`src/rtl/dual_dac_sequencer_if.sv`:
```
// Configuration write bus for dual_dac_sequencer.
//   cfg_we    : write request, held by the requester until cfg_ack is seen
//   cfg_addr  : register address (0 CTRL, 1 STEP_A, 2 STEP_B, 3 BURST, 4 LEVEL)
//   cfg_wdata : write data
//   cfg_ack   : one-cycle write acknowledge from the sequencer
// master = board control / host side, slave = sequencer side.
interface dual_dac_sequencer_if;
  logic        cfg_we;
  logic [2:0]  cfg_addr;
  logic [15:0] cfg_wdata;
  logic        cfg_ack;

  modport master (output cfg_we, cfg_addr, cfg_wdata, input cfg_ack);
  modport slave  (input cfg_we, cfg_addr, cfg_wdata, output cfg_ack);
endinterface

```
`src/rtl/dual_dac_sequencer.sv`:
```
// Dual-channel DAC waveform sequencer.
// Holds per-channel waveform configuration (written over the cfg interface
// while idle) and runs an IDLE -> ARM -> RUN state machine. In RUN each
// channel's phase accumulator advances by its step every clock and a sample
// (constant / sawtooth / triangle / square) is registered onto the DAC bus.
// Outside RUN both buses sit at midscale.
// Ports:
//   clk       : system clock, all logic on posedge
//   nReset    : asynchronous active-low reset
//   cfg       : configuration write bus (slave side)
//   start     : level, begins a run from IDLE (ignored while busy)
//   stop      : level, aborts a run; wins over start
//   busy      : high in ARM and RUN
//   done      : one-cycle pulse when a burst completes
//   dac_a_d   : channel A sample, registered
//   dac_b_d   : channel B sample, registered
module dual_dac_sequencer #(
  parameter int unsigned DATA_BITS = 8,
  parameter int unsigned ACC_BITS  = 16,
  parameter int unsigned CNT_BITS  = 16
) (
  input  logic                      clk,
  input  logic                      nReset,
  dual_dac_sequencer_if.slave       cfg,
  input  logic                      start,
  input  logic                      stop,
  output logic                      busy,
  output logic                      done,
  output logic [DATA_BITS-1:0]      dac_a_d,
  output logic [DATA_BITS-1:0]      dac_b_d
);

  localparam logic [DATA_BITS-1:0] MIDSCALE = {1'b1, {(DATA_BITS-1){1'b0}}};

  typedef enum logic [1:0] {
    S_IDLE,
    S_ARM,
    S_RUN
  } state_t;

  state_t state, state_nxt;

  // configuration registers
  logic [1:0]           mode_a, mode_b;
  logic                 mirror_b;
  logic [ACC_BITS-1:0]  step_a, step_b;
  logic [CNT_BITS-1:0]  burst;
  logic [DATA_BITS-1:0] level_a, level_b;

  // run datapath
  logic [ACC_BITS-1:0]  acc_a, acc_b;
  logic [CNT_BITS-1:0]  cnt;
  logic [ACC_BITS:0]    sum_a;
  logic [ACC_BITS-1:0]  sum_b;
  logic                 burst_hit;

  // write handshake
  logic cfg_accept;
  logic ack_q;
  logic lock_q;

  // output-process results
  logic                 run_next;
  logic                 done_nxt;
  logic [DATA_BITS-1:0] samp_a, samp_b;

  // t is the top DATA_BITS+1 accumulator bits.
  function automatic logic [DATA_BITS-1:0] wave(
    input logic [1:0]           mode,
    input logic [DATA_BITS:0]   t,
    input logic [DATA_BITS-1:0] level
  );
    case (mode)
      2'd0:    wave = level;
      2'd1:    wave = t[DATA_BITS:1];
      2'd2:    wave = t[DATA_BITS] ? ~t[DATA_BITS-1:0] : t[DATA_BITS-1:0];
      default: wave = t[DATA_BITS] ? '1 : '0;
    endcase
  endfunction

  assign sum_a      = {1'b0, acc_a} + {1'b0, step_a};
  assign sum_b      = acc_b + step_b;
  // cnt is updated on the carry edge and compared here one cycle later, so
  // the final sample of the last period still reaches the outputs.
  assign burst_hit  = (burst != '0) && (cnt == burst);
  assign cfg_accept = (state == S_IDLE) && cfg.cfg_we && !lock_q;

  // state register
  always_ff @(posedge clk or negedge nReset) begin
    if (!nReset) state <= S_IDLE;
    else         state <= state_nxt;
  end

  // next-state logic
  always_comb begin
    state_nxt = state;
    case (state)
      S_IDLE: if (start && !stop)      state_nxt = S_ARM;
      S_ARM:  state_nxt = stop ? S_IDLE : S_RUN;
      S_RUN:  if (stop || burst_hit)   state_nxt = S_IDLE;
      default: state_nxt = S_IDLE;
    endcase
  end

  // output logic
  always_comb begin
    busy     = (state != S_IDLE);
    run_next = (state == S_RUN) && (state_nxt == S_RUN);
    done_nxt = (state == S_RUN) && !stop && burst_hit;
    samp_a   = wave(mode_a, acc_a[ACC_BITS-1 -: DATA_BITS+1], level_a);
    samp_b   = mirror_b ? ~samp_a
                        : wave(mode_b, acc_b[ACC_BITS-1 -: DATA_BITS+1], level_b);
  end

  // configuration registers and write handshake
  always_ff @(posedge clk or negedge nReset) begin
    if (!nReset) begin
      mode_a   <= '0;
      mode_b   <= '0;
      mirror_b <= 1'b0;
      step_a   <= '0;
      step_b   <= '0;
      burst    <= '0;
      level_a  <= MIDSCALE;
      level_b  <= MIDSCALE;
      ack_q    <= 1'b0;
      lock_q   <= 1'b0;
    end else begin
      ack_q  <= cfg_accept;
      // a held request is acknowledged once; re-armed only after cfg_we drops
      lock_q <= cfg_accept | (lock_q & cfg.cfg_we);
      if (cfg_accept) begin
        case (cfg.cfg_addr)
          3'd0: begin
            mode_a   <= cfg.cfg_wdata[1:0];
            mode_b   <= cfg.cfg_wdata[3:2];
            mirror_b <= cfg.cfg_wdata[4];
          end
          3'd1: step_a <= ACC_BITS'(cfg.cfg_wdata);
          3'd2: step_b <= ACC_BITS'(cfg.cfg_wdata);
          3'd3: burst  <= CNT_BITS'(cfg.cfg_wdata);
          3'd4: begin
            level_a <= DATA_BITS'(cfg.cfg_wdata[7:0]);
            level_b <= DATA_BITS'(cfg.cfg_wdata[15:8]);
          end
          default: ;
        endcase
      end
    end
  end

  assign cfg.cfg_ack = ack_q;

  // accumulators, burst counter and registered outputs
  always_ff @(posedge clk or negedge nReset) begin
    if (!nReset) begin
      acc_a   <= '0;
      acc_b   <= '0;
      cnt     <= '0;
      done    <= 1'b0;
      dac_a_d <= MIDSCALE;
      dac_b_d <= MIDSCALE;
    end else begin
      done <= done_nxt;
      if (state == S_ARM) begin
        acc_a <= '0;
        acc_b <= '0;
        cnt   <= '0;
      end else if (state == S_RUN) begin
        acc_a <= sum_a[ACC_BITS-1:0];
        acc_b <= sum_b;
        if (sum_a[ACC_BITS] && (cnt != '1)) cnt <= cnt + CNT_BITS'(1);
      end
      if (run_next) begin
        dac_a_d <= samp_a;
        dac_b_d <= samp_b;
      end else begin
        dac_a_d <= MIDSCALE;
        dac_b_d <= MIDSCALE;
      end
    end
  end

endmodule

```
`src/flat_wrapper.sv`:
```
// flat-port wrapper written by rule: the top's interface ports become plain ports
module dual_dac_sequencer_flat 
#(
  parameter int unsigned DATA_BITS = 8,
  parameter int unsigned ACC_BITS  = 16,
  parameter int unsigned CNT_BITS  = 16
)
  (clk, nReset, start, stop, busy, done, dac_a_d, dac_b_d, cfg_cfg_we, cfg_cfg_addr, cfg_cfg_wdata, cfg_cfg_ack);
  dual_dac_sequencer_if cfg_i ();
  input  logic clk;
  input  logic nReset;
  input  logic start;
  input  logic stop;
  output logic busy;
  output logic done;
  output logic [DATA_BITS-1:0] dac_a_d;
  output logic [DATA_BITS-1:0] dac_b_d;
  input wire logic [$bits(cfg_i.cfg_we)-1:0] cfg_cfg_we;
  input wire logic [$bits(cfg_i.cfg_addr)-1:0] cfg_cfg_addr;
  input wire logic [$bits(cfg_i.cfg_wdata)-1:0] cfg_cfg_wdata;
  output wire logic [$bits(cfg_i.cfg_ack)-1:0] cfg_cfg_ack;
  assign cfg_i.cfg_we = cfg_cfg_we;
  assign cfg_i.cfg_addr = cfg_cfg_addr;
  assign cfg_i.cfg_wdata = cfg_cfg_wdata;
  assign cfg_cfg_ack = cfg_i.cfg_ack;
  dual_dac_sequencer #(.DATA_BITS(DATA_BITS), .ACC_BITS(ACC_BITS), .CNT_BITS(CNT_BITS)) u_core (.clk(clk), .nReset(nReset), .cfg(cfg_i), .start(start), .stop(stop), .busy(busy), .done(done), .dac_a_d(dac_a_d), .dac_b_d(dac_b_d));
endmodule
```
`config.mk`:
```
export PLATFORM = sky130hd
export DESIGN_NAME = dual_dac_sequencer_flat
export DESIGN_NICKNAME = d
export VERILOG_FILES = /design/src/rtl/dual_dac_sequencer_if.sv /design/src/rtl/dual_dac_sequencer.sv /design/src/flat_wrapper.sv
export SDC_FILE = /design/constraint.sdc
export NUM_CORES = 1
export LEC_CHECK = 0
export ABC_AREA = 1
export BUFFER_PORTS_ARGS = -buffer_cell sky130_fd_sc_hd__buf_4
export CELL_PAD_IN_SITES_DETAIL_PLACEMENT = 1
export CELL_PAD_IN_SITES_GLOBAL_PLACEMENT = 2
export CORE_AREA = 10 10 121 233
export DETAILED_ROUTE_END_ITERATION = 16
export DIE_AREA = 0 0 131 243
export GPL_ROUTABILITY_DRIVEN = 0
export PLACE_DENSITY = 0.81
export SLEW_MARGIN = 30
export SYNTH_ARGS = -nofsm -noshare
export SYNTH_HDL_FRONTEND = slang
export SYNTH_SLANG_ARGS = --single-unit
```
`constraint.sdc`:
```
create_clock -name clk -period 2.15 [get_ports clk]
set_input_delay 0.1075 -clock clk [delete_from_list [all_inputs] [get_ports clk]]
set_output_delay 0.1075 -clock clk [all_outputs]
set_load 0.02 [all_outputs]
```
==> flow_results.org, run 1 <==
** Final layout
- Leaving out fill and tap cells, the most frequent cell in the layout is sky130_fd_sc_hd__nand2_1.
- Cell area after layout :: roughly 0.01 mm2
- The number of antenna diodes in the final layout is 0.
- Most frequent cells in the layout :: sky130_fd_sc_hd__nand2_1 (304), sky130_fd_sc_hd__dfrtp_1 (133), sky130_fd_sc_hd__o21ai_0 (118)
- At the end of the flow, the number of nets in the layout was 1199.
- Share of layout cells above drive strength 1 :: 17.1%
- Synthesis-to-finish area growth :: 23.8%
- Excluding fillers, the count of instances in the completed layout stands at 1482.

** Global route
- Number of antenna violations at the first check in global routing :: 0
- For this run, the total global-route usage over all layers was measured as between 10% and 20%.
- Maximum number of pins on one net before global-route repair :: a little under 60
- Global route total overflow :: 0
- Number of global-route vias before repair :: slightly below 8000
- The first global-routing pass estimated 42700 um of wire.

** Drt
- Total wire length :: around 27000 um
- In this run, the number of DRC markers left after iteration 0 of detailed routing was about 340.
- Count of TritonRoute iterations in the first routing pass :: 4
- Dividing the detail-routed via count by the number of cells gives approximately 5.0.
- In the routed design, unresolved DRC markers number 0.
- Once detail routing completed, the nets flagged for antenna violations numbered 0.
- Via count :: roughly 7400
- Average wire per standard cell :: between 15 and 20 um

** Yosys
- Synthesis produced a netlist with a net count of 1099.
- Synthesized area :: between 0.007 and 0.008 mm2
- Yosys cell types :: 43
- During synthesis, Yosys emitted a total of 0 warnings.
- Gate count after technology mapping :: between 1000 and 1500
- Portion of the post-synthesis area used by sequential elements :: between 40% and 50%
- A synthesized cell averages 7.66 um2.
- After synthesis the netlist holds a flip-flop and latch count of 138.

** Timing
- After layout, the worst path uses approximately 97% of the clock period.
- At the pin with the least slew margin, the transition time is between 0.6 and 0.7 ns.
- The final count of pins violating max slew came to 0.
- Setup violations remaining at the end of the flow were counted as 0.
- Relative slew slack :: between 50% and 60%
- Setup repair after global routing could not meet its margin everywhere.
- Final critical path time including I/O delays and setup :: ~2.1 ns
- The number of hold-slack violations in the final timing report was 0.
- In the final timing run, aggregate negative setup slack is 0 ns.
- Worst setup skew after layout :: between 0.009 and 0.01 ns
- Setup slack on the critical path of the routed design comes to roughly 0.074 ns.
- FMAX :: ~0.48 GHz

** Placement
- In this run the cell area measured after placement is approximately 0.0090 mm2.
- Buffers placed on the I/O ports in this run total 42.
- Half-perimeter wire length after placement :: around 21000 um
- Number of instances in the placed design :: 1439
- Prior to clock tree synthesis, the placed netlist has a worst setup slack of -0.0215 ns.

** Clock tree
- Clock transition at the registers of the reported paths :: around 0.07 ns
- CTS tree :: built
- TritonCTS created 17 clock buffers.
- In this run the number of H-tree levels came out at 4.
- Number of buffers on the longest clock path :: 2
- The tree built by TritonCTS fans out to approximately 140 sinks.
- At the later pin of the worst-skew pair, clock insertion delay measures between 0.4 and 0.5 ns.
- Root buffer cell :: sky130_fd_sc_hd__clkbuf_16

** Min path
- The tightest min-delay check is of the primary input to register type.

** Setup path
- The setup path with the least slack is of type register to register.
- STA classifies the critical path startpoint as a register.
- Worst Setup End Kind :: register
- Of all nets on the critical path, the largest fanout is 6.
- Data arrival, critical path :: about 2.5 ns
- Critical path data required time :: approximately 2.5 ns

** Die
- CORE AREA :: about 0.024 mm2
- The floorplan step defined a die boundary enclosing ~0.032 mm2.
- Standard-cell row count :: 81
- From bottom edge to top edge, the die measures roughly 240 um.
- Starting utilization of the core area :: 32.5%
- Die span in x :: ~130 um
- For this design the top-level I/O count stands at between 40 and 50.

** Power and ir drop
- Worst voltage drop across the vdd grid :: 0.000532 V
- PD cells :: around 1500 mW/mm2
- In this run the static leakage power is 0.00487 uW.

** Flow run
- Number of maximum-capacitance constraint violations :: 0

** Outcome
- Status :: finished, final reports clean
==> worst max-delay path, cell delays in order, from the launching register on <==
cell and delay (ns):
sky130_fd_sc_hd__dfrtp_1 0.35, sky130_fd_sc_hd__ha_2 0.19, sky130_fd_sc_hd__inv_2 0.04, sky130_fd_sc_hd__fa_2 0.38, sky130_fd_sc_hd__o21ai_4 0.20, sky130_fd_sc_hd__nand3_2 0.10
sky130_fd_sc_hd__nand2_2 0.08, sky130_fd_sc_hd__nand2_2 0.05, sky130_fd_sc_hd__nand3_2 0.10, sky130_fd_sc_hd__nand2_4 0.08, sky130_fd_sc_hd__nand2_8 0.13, sky130_fd_sc_hd__buf_12 0.13
sky130_fd_sc_hd__nand4_1 0.09, sky130_fd_sc_hd__nand2_1 0.10
==> synthesized netlist by cell type (all sizes together) <==
cell type,instances,share of area [%]
ha,36,5.7
o2111ai,5,0.55
a31oi,6,0.47
nand3b,1,0.095
nand4,13,1.0
o22ai,3,0.24
nor3,28,2.7
a22o,3,0.33
o21a,1,0.095
dfstp,4,1.3
nor4,1,0.079
inv,111,5.2
nand2b,1,0.079
a21o,7,0.66
o31ai,2,0.19
nand2,310,15
or2,7,0.55
a32o,1,0.13
a21oi,44,2.8
nor2,79,3.8
nand3,58,3.9
o21bai,4,0.38
nor3b,2,0.19
o211ai,2,0.19
clkbuf,24,1.2
o21ai,123,7.8
buf,5,0.58
fa,2,0.50
xor2,20,2.2
dfrtp,134,42
==> logic make-up (layout without fill, tap and decap cells) <==
group                      count (synthesis)  after routing  share of synthesized area, %
and+or+nand+nor                          500            501                          27.3
xor gates and xnor gates                  20             20                          2.20
buffers and inverters                    140            252                          6.99
adders and majority gates                 38             38                          6.17
AOI/OAI and AO/OA                        201            201                          13.8
DFF                                      138            138                          43.5
==> final timing paths <==
check | startpoint | endpoint | slack [ns] | cells after the start
setup / recovery | u_core.step_a[0] | u_core.cnt[15] | 0.07 | 13
hold / removal | cfg_cfg_wdata[15] | u_core.step_b[15] | 0.04 | 3
setup reg to reg | u_core.step_a[0] | u_core.cnt[15] | 0.07 | 13
hold reg to reg | u_core.level_a[1] | u_core.level_a[1] | 0.49 | 2
max in group asynchronous | nReset | u_core.level_a[7] | 1.23 | 3
min in group asynchronous | nReset | u_core.dac_b_d[1] | 0.21 | 2
==> report_power, final <==
group          switching [uW]  leakage, uW  internal, uW
sequential                831      0.00179          3560
clock                    1310     0.000278          1620
combinational            4570      0.00280          2760
total                    6710      0.00487          7930
==> state kept, by name, summed over array words and instances, names as in the netlist <==
signal              count
u_core.dac_b_d          8
u_core.acc_a           16
u_core.cnt             16
u_core.mode_b           2
u_core.lock_q           1
u_core.dac_a_d          8
u_core.level_a          8
u_core.step_a          16
u_core.done             1
u_core.cfg.cfg_ack      1
u_core.level_b          8
u_core.burst           16
u_core.acc_b           16
u_core.step_b          16
u_core.mode_a           2
u_core.mirror_b         1
u_core.state            2
==> final cells by class <==
type                    count  area, um2
fillers                  2933      14600
well taps                 332        415
inverters                 111        417
repair buffers            109        917
flip-flops and latches    138       3460
clock inverters            14        138
clock buffers              18        429
multi-input cells         760       4060
==> metrics by stage <==
| step | power (uW) | utilization (%) | hold WS (ns) |
|---|---|---|---|
| 2_1_floorplan | 8710 | - | -0.188 |
| 3_3_place_gp | 11200 | 37.0 | 0.124 |
| 3_5_place_dp | 11400 | 37.0 | 0.133 |
| 4_1_cts | 14500 | 39.5 | 0.0148 |
| 5_1_grt | 15900 | 40.3 | 0.0418 |
| 6_report | 14600 | 40.3 | 0.0392 |
==> timing repair <==
action / CTS / global route
gates resized for setup: 3 / 24
gates cloned: 0 / 2
pin swaps: 2 / 17
hold endpoints to repair: 58 / 0
buffers inserted: 1 / 5
hold buffers: 3 / 0
endpoints found under the setup margin: 19 / 41
==> metal layers <==
layer	part of all wire [%]	vias to the layer above	GRT usage [%]
li1	-	3590	-
met1	36	3586	17.1
met2	57	127	33.3
met3	2.3	65	3.19
met4	5.3	0	10.4
met5	0	-	0
Power figures use the tool's default switching activity.
==> inputs of run 2 (changes only) <==
Settings changed: CORE_AREA 10 10 121 233 to 2 2 113 225, DIE_AREA 0 0 131 243 to 0 0 115 227, GPL_TIMING_DRIVEN from default to 0.
==> run 2 against run 1 <==
  * The flow now finishes with violations (negative setup slack)
  * Wire length up 2.1%
  * Clock skew is 0.0018 ns higher
  * Worst setup slack lost 0.086 ns
  * Combinational power is essentially flat
  * First-iteration DRC count is 21% lower
  * Hold slack better by 0.026 ns
  * Fmax decreased by 4.0%
  * Sequential cell count did not move
  * Clock-buffer cell count did not move
  * Non-clock buffer count fell by 16
  * Clock power up 7%
  * Highest routed layer unchanged
==> flow_results.org, run 2 (synthesis gave the netlist of run 1 again) <==
** Outcome
- The flow ran to the end, but the final reports show violations.
- Failing checks :: negative setup slack

** Setup path
- The largest individual stage delay along the critical path comes from the cell sky130_fd_sc_hd__dfrtp_1.
- Worst Setup End Kind :: register
- Buffers plus inverters on the worst setup path :: 2
- Startpoint type of the worst setup path :: register
- Along the worst path, the maximum fanout reaches 5.
- Data on the critical path is required at its endpoint by roughly 2.5 ns.
- The worst register-to-register path ends at u_core.cnt[7].
- In this run the register-to-register setup slack is -0.01 ns.
- Data arrival, critical path :: roughly 2.5 ns
- Walking the worst path, the cells encountered are ha_4, inv_2, fa_2, o21ai_4, nand3_2, nand2_2, nand2_2, nand3_4, nand2_4, nand2_8, nand2_8, buf_8, nand2_2, nand2_1.
- The worst setup path is of the register to register kind.
- CP peak stage delay :: ~0.40 ns
- In this design, the critical path's most frequently occurring cell is sky130_fd_sc_hd__nand2_2.
- Top Family by Delay on Critical Path :: simple AND/OR/NAND/NOR gates
- Launch instance of the worst register-to-register path :: u_core.acc_a[0]
- Worst Reg-to-Reg Cells :: 14

** Timing
- Relative slew slack :: between 40% and 50%
- Dividing the final minimum period by the clock period gives 101%.
- Summed negative setup slack over all endpoints :: -0.0360 ns
- Across the routed clock network, the largest skew measured is roughly 0.011 ns.
- Setup repair after global routing could not meet its margin everywhere.
- FMAX :: about 0.46 GHz
- The number of hold-slack violations in the final timing report is 0.
- Final count of negative-setup-slack endpoints :: 7
- Final Slew Violations :: 0
- Once routing completed, OpenROAD measured the worst setup slack at -0.0126 ns.
- The smallest clock period supported by the final layout is computed as 2.16 ns.
- Worst slew pin tran :: slightly above 0.8 ns

** Die
- The die covers 0.0261 mm2.
- In this run the count of I/O pins placed on the die edge is between 40 and 50.
- From left edge to right edge, the die measures 115 um.
- After floorplanning, the core was divided into 81 placement rows.
- The core region is 0.0243 mm2.
- Height of the chip :: about 230 um
- For this configuration, the core starts out at a cell density of 32.7%.

** Drt
- Dividing the detail-routed via count by the number of cells gives 5.12.
- For this block, the via count after detailed routing is ~7300.
- Total wire length :: 27800 um
- Dividing the detail-routed wire length by the instance count gives about 20 um.
- Count of nets left with antenna violations after detail routing :: 0
- Count of TritonRoute iterations in the first routing pass :: 4
- DRC Markers :: 0
- For this block, the initial DRC count from the detailed router was between 200 and 300.

** Final layout
- Most frequent cells in the layout :: sky130_fd_sc_hd__nand2_1 (283), sky130_fd_sc_hd__dfrtp_1 (130), sky130_fd_sc_hd__o21ai_0 (117)
- Leaving out fill and tap cells, the most frequent cell in the layout is sky130_fd_sc_hd__nand2_1.
- The final layout contains roughly 1200 nets.
- N_diodes :: 0
- Area used by multi-input combinational logic :: approximately 0.0042 mm2
- Registers take about 0.0035 mm2.
- Cells fill around two fifths of the core in the end.
- In the final layout, the share of cells above drive strength 1 is 18.2%.
- Fill cells in the final layout number roughly 3000.
- Compared with the post-synthesis result, the final layout area differs by 22.9%.

** Min path
- Worst min-delay path endpoint :: u_core.step_b[1]
- Worst min-delay path class :: primary input to register
- The startpoint identified for the worst hold timing path is cfg_cfg_wdata[1].
- Counting instances, the worst hold path has a depth of 3.

** Power and ir drop
- Share of total power in combinational logic :: about 49%
- Clk network pwr share :: 20.9%
- Summed over all cells, the static leakage comes to between 0.004 and 0.005 uW.
- PD cells :: 1530 mW/mm2
- Seq pwr share :: between 20% and 30%
- Net switching is about 46% of the power.
- Internal power :: around 8100 uW
- Net switching component of the power :: 6840 uW
- Final Power :: roughly 15000 uW
- Worst voltage drop across the vdd grid :: just under 0.0007 V

** Global route
- In the global route stage, overall resource usage came out at 22.3%.
- Met2 usage in global routing :: 44.8%
- Most congested layer reported by global routing :: met2
- Global routing consumed, on the met1 layer, 21.9% of the routing resources.
- The initial antenna violation count came to 0.
- The first global-routing pass estimated approximately 43000 um of wire.
- After global routing the overflow that remains totals 0.
- Maximum number of pins on one net before global-route repair :: 72
- In the global route stage, met3 resource usage came out at 3.49%.
- Number of global-route vias before repair :: ~8000

** Placement
- The count of buffers added on input and output ports is 42.
- Half-perimeter wire length after placement :: 21200 um
- Prior to clock tree synthesis, the placed netlist has a worst setup slack of -0.926 ns.

** Flow run
- The tool flagged a number of max-cap violations equal to 0.

** Clock tree
- Number of buffers on the longest clock path :: 2
- Clock-pin slew was measured on the worst setup and hold paths at ~0.07 ns.
- The root buffer cell chosen for the clock tree is sky130_fd_sc_hd__clkbuf_16.
- TritonCTS created 17 clock buffers.
- CTS H-tree lvls :: 4
- TritonCTS Sinks :: between 100 and 150
- TritonCTS built the clock tree.
- Clock latency on the worst-skew pair, taken at its later pin, is between 0.4 and 0.5 ns.
-- run 2: final cells by class --
type                            count  area share (%)
Buffer                             28            1.74
Clock buffer                       18            4.50
Clock inverter                     14            1.75
Inverter                          111            4.29
Multi-Input combinational cell    759            42.8
Sequential cell                   138            35.5
Tap cell                          290            3.71
Timing Repair Buffer               65            5.79
-- run 2: metal layers --
layer,share of wire (%),vias up,wire [um]
li1,-,3565,-
met1,35,3564,9820
met2,59,103,16300
met3,2.4,48,670
met4,3.6,0,997
met5,0,-,0
-- run 2: worst register-to-register path, cell delays in order, from the launching register on --
cell	delay (ns)
sky130_fd_sc_hd__dfrtp_1	0.40
sky130_fd_sc_hd__ha_4	0.16
sky130_fd_sc_hd__inv_2	0.04
sky130_fd_sc_hd__fa_2	0.37
sky130_fd_sc_hd__o21ai_4	0.21
sky130_fd_sc_hd__nand3_2	0.10
sky130_fd_sc_hd__nand2_2	0.09
sky130_fd_sc_hd__nand2_2	0.07
sky130_fd_sc_hd__nand3_4	0.09
sky130_fd_sc_hd__nand2_4	0.08
sky130_fd_sc_hd__nand2_8	0.10
sky130_fd_sc_hd__nand2_8	0.09
sky130_fd_sc_hd__buf_8	0.16
sky130_fd_sc_hd__nand2_2	0.05
sky130_fd_sc_hd__nand2_1	0.05
-- run 2: power groups by stage --
stage / Sequential, uW / Clock, uW / Combinational (uW)
2_1_floorplan: 4130 / 0 / 4580
3_3_place_gp: 4430 / 0 / 6490
3_5_place_dp: 4450 / 0 / 6640
4_1_cts: 4410 / 3190 / 7170
5_1_grt: 4540 / 3280 / 8270
6_report: 4440 / 3110 / 7350
-- run 2: metrics by stage --
stage / cells / hold WS (ns) / instance area (um2)
detailed placement: 1370 / 0.127 / 8660
global placement: 1369 / 0.385 / 8620
floorplan: 1037 / -0.188 / 7950
CTS: 1421 / 0.0507 / 9570
finish: 1423 / 0.0648 / 9770
global route: 1423 / 0.0675 / 9770
-- run 2: how the worst max path moves through the flow --
stage,from,end,slack [ns],cells past startpoint
after floorplan,u_core.acc_a[0],u_core.cnt[10],0.13,14
after global placement,u_core.state[0],u_core.acc_b[12],-0.91,10
after detailed placement,u_core.state[0],u_core.acc_b[11],-0.93,10
after CTS,u_core.acc_a[0],u_core.cnt[13],-0.03,14
after global routing,u_core.acc_a[0],u_core.cnt[13],-0.09,14
final,u_core.acc_a[0],u_core.cnt[7],-0.01,14
-- run 2: repair_timing --
item / 4_1_cts / 5_1_grt
pin swaps: 11 / 11
resized for setup: 40 / 60
buffers inserted: 14 / 3
hold buffers: 4 / 0
cloned: 1 / 0
hold endpoints to repair: 69 / 0
setup endpoints to repair: 71 / 106
==> inputs of run 3 (changes only) <==
Settings changed: CORE_AREA 2 2 113 225 to 2 2 112 222, CTS_BUF_LIST from default to sky130_fd_sc_hd__clkbuf_4, DIE_AREA 0 0 115 227 to 0 0 114 224, PLACE_DENSITY 0.81 to 0.83.
==> run 3 against run 2 <==
  * Largest cell class unchanged
  * Clock skew increased by 0.0096 ns
  * Highest routed layer unchanged
  * Non-clock buffer count increased by 27
  * Worst setup slack got worse by 0.060 ns
  * Hold slack better by 0.23 ns
  * The run still ends with negative setup slack left
==> flow_results.org, run 3 (synthesis gave the netlist of run 1 again) <==
** Global route
- The number of global-route vias before repair is 7793.
- The first global-routing pass estimated roughly 43000 um of wire.
- In the global route stage, overall resource usage came out at 22.9%.
- Entering global routing, the biggest net connects between 70 and 80 pins.
- After global routing the overflow that remains totals 0.
- The initial antenna violation count came to 1.

** Placement
- At the placement stage, the worst setup path has a slack of -0.965 ns.
- Half-perimeter wire length after placement :: 20900 um
- Once placement completed, the tool counted placed cells totaling between 1000 and 1500.
- I/O Buffers :: 42

** Timing
- In the post-route analysis, the smallest setup slack over all paths is -0.0724 ns.
- Static timing analysis puts the maximum clock frequency at around 0.45 GHz.
- The number of hold-slack violations in the final timing report is 0.
- Hold timing on the final database bottoms out at a slack of just under 0.3 ns.
- On the final layout, the worst clock skew is ~0.020 ns.
- Relative slew slack :: between 40 and 50%
- Setup repair after global routing missed its margin :: yes
- Final critical path time including I/O delays and setup :: around 2.2 ns
- Final count of negative-setup-slack endpoints :: 14
- Worst slew pin tran :: ~0.9 ns
- Fin crit share :: 103%
- Final Slew Violations :: 0

** Die
- For this configuration, the core starts out at a cell density of between 30% and 40%.
- DIE AREA :: 0.0255 mm2
- Num ports :: 43
- Standard-cell row count :: 80
- Height of the chip :: between 200 and 250 um
- The core region is 0.0238 mm2.
- The die is 114 um wide.

** Final layout
- Leaving out fill and tap cells, the most frequent cells in the layout are sky130_fd_sc_hd__nand2_1 (301), sky130_fd_sc_hd__dfrtp_1 (132), sky130_fd_sc_hd__o21ai_0 (114).
- Once layout is complete, the cells apart from fillers number roughly 1400.
- Relative to the synthesized area, the layout overhead comes to 21.2%.
- Leading cell type in the layout, fill and taps excluded :: sky130_fd_sc_hd__nand2_1
- Filler cells :: just under 3000
- Core utilization of the finished layout :: between 40% and 50%
- The final layout contains around 1200 nets.
- The multi-input combinational cells in the finished layout cover a total of around 0.0041 mm2.
- Cells with a size suffix above 1 make up between 15 and 20% of the layout.
- Summing all flip-flop and latch instances after layout gives between 0.003 and 0.004 mm2.

** Clock tree
- Buffers inserted during clock tree synthesis total 17.
- No sink is reached through more buffers than the 2 on the longest clock path.
- TritonCTS Sinks :: approximately 140
- Clock latency on the worst-skew pair :: between 0.6 and 0.7 ns
- The H-tree was split into 4 levels.
- CTS tree :: built
- Clock-pin slew was measured on the worst setup and hold paths at 0.15 ns.
- Root buffer cell :: sky130_fd_sc_hd__clkbuf_4

** Setup path
- On the critical path, the stage with the largest delay is an instance of sky130_fd_sc_hd__dfrtp_1.
- Critical path data required time :: between 2 and 3 ns
- Critical path peak fanout :: 5
- The worst setup path is launched from a register.
- The setup path with the least slack is of type register to register.
- Among the stages of the critical path, the cell type that occurs most often is sky130_fd_sc_hd__nand2_2.
- Worst Setup End Kind :: register
- The critical path goes through ha_4, inv_2, fa_2, o21ai_4, nand3_2, nand2_2, nand2_2, nand3_2, nand2_2, nand2_4, buf_6, clkbuf_16, nand3_1, nand2_1.
- CP peak stage delay :: around 0.43 ns
- STA puts the critical path data arrival time at about 2.8 ns.

** Power and ir drop
- Worst voltage drop across the vdd grid :: 0.000544 V
- Power comes to ~14000 uW.
- Leakage power figure :: 0.00471 uW
- PD cells :: approximately 1400 mW/mm2

** Drt
- The final layout contains routed wiring with a total length of 28200 um.
- In the routed design, unresolved DRC markers number 0.
- After detailed routing, the average wire length per cell comes to a little under 20 um.
- Via count :: roughly 7500
- The pre-antenna-repair detailed-routing pass consisted of 4 iterations.
- Via-per-instance ratio :: approximately 5.2
- In this run, the number of DRC markers left after iteration 0 of detailed routing was 264.
- Count of nets left with antenna violations after detail routing :: 0

** Outcome
- The flow ran to the end, but the final reports show violations.
- The checks that failed: negative setup slack.

** Flow run
- Number of maximum-capacitance constraint violations :: 0

** Min path
- The min-delay analysis places its worst path in the category primary input to register.
==> run 3: changes by cell type in the layout (fill, tap and decap cells not counted), sizes merged <==
cell / previous run / this run
bufinv: 3 / 0
diode: 0 / 1
buf: 67 / 70
dlygate4sd3: 4 / 26
clkinv: 7 / 6
clkbuf: 40 / 41
inv: 112 / 117
==> run 3: worst max-delay path: cells and delay by family (launching register included) <==
kind	cells	cell delay [ns]
AOI/OAI and AO/OA	1	0.20
DFF	1	0.43
buffers and inverters	3	0.32
adders and majority gates	2	0.53
and+or+nand+nor	8	0.68
==> run 3: repair_timing <==
item / in CTS / in global routing
buffers inserted: 15 / 5
hold buffers: 27 / 0
gates cloned: 1 / 1
pin swaps: 20 / 17
endpoints found under the hold margin: 214 / 0
setup endpoints to repair: 78 / 102
gates resized for setup: 32 / 39
==> run 3: final cells by class <==
cell class | count | area share [%]
diodes | 1 | 0.0260
plain buffers | 28 | 1.75
repair buffers | 92 | 8.98
clock inverters | 15 | 1.40
flip-flops and latches | 138 | 35.9
inverters | 111 | 4.35
clock buffers | 17 | 1.32
multi-input cells | 759 | 42.5
well taps | 287 | 3.73
==> run 3: final timing paths <==
check / cells past startpoint / slack, ns / from / end
setup / recovery: 14 / -0.07 / u_core.acc_a[0] / u_core.cnt[9]
hold / removal: 4 / 0.30 / cfg_cfg_we / u_core.lock_q
setup reg to reg: 14 / -0.07 / u_core.acc_a[0] / u_core.cnt[9]
hold reg to reg: 2 / 0.51 / u_core.level_b[3] / u_core.level_b[3]
max in group asynchronous: 4 / 1.02 / nReset / u_core.step_a[8]
min in group asynchronous: 3 / 0.46 / nReset / u_core.step_b[4]
==> run 3: routing by layer <==
layer	global-route usage [%]	up-vias	share of wire (%)	wire (um)
met1	22.2	3680	35	9920
met2	45.3	126	58	16400
met3	3.03	57	2.0	578
met4	11.9	0	4.8	1350
li1	-	3623	-	-
met5	0	-	0	0
==> run 3: where the power goes <==
part           total (uW)  switching [uW]  internal (uW)
clock                1700            1210            498
combinational        7510            4730           2780
sequential           4410             871           3540
total               13600            6810           6820
==> run 3: metrics by stage <==
step / instance area, um2 / TNS, ns
final: 9630 / -0.785
after floorplan: 7950 / 0
after CTS: 9450 / -0.999
after detailed placement: 8650 / -27.92
after global placement: 8620 / -26.03
after global routing: 9630 / -2.19
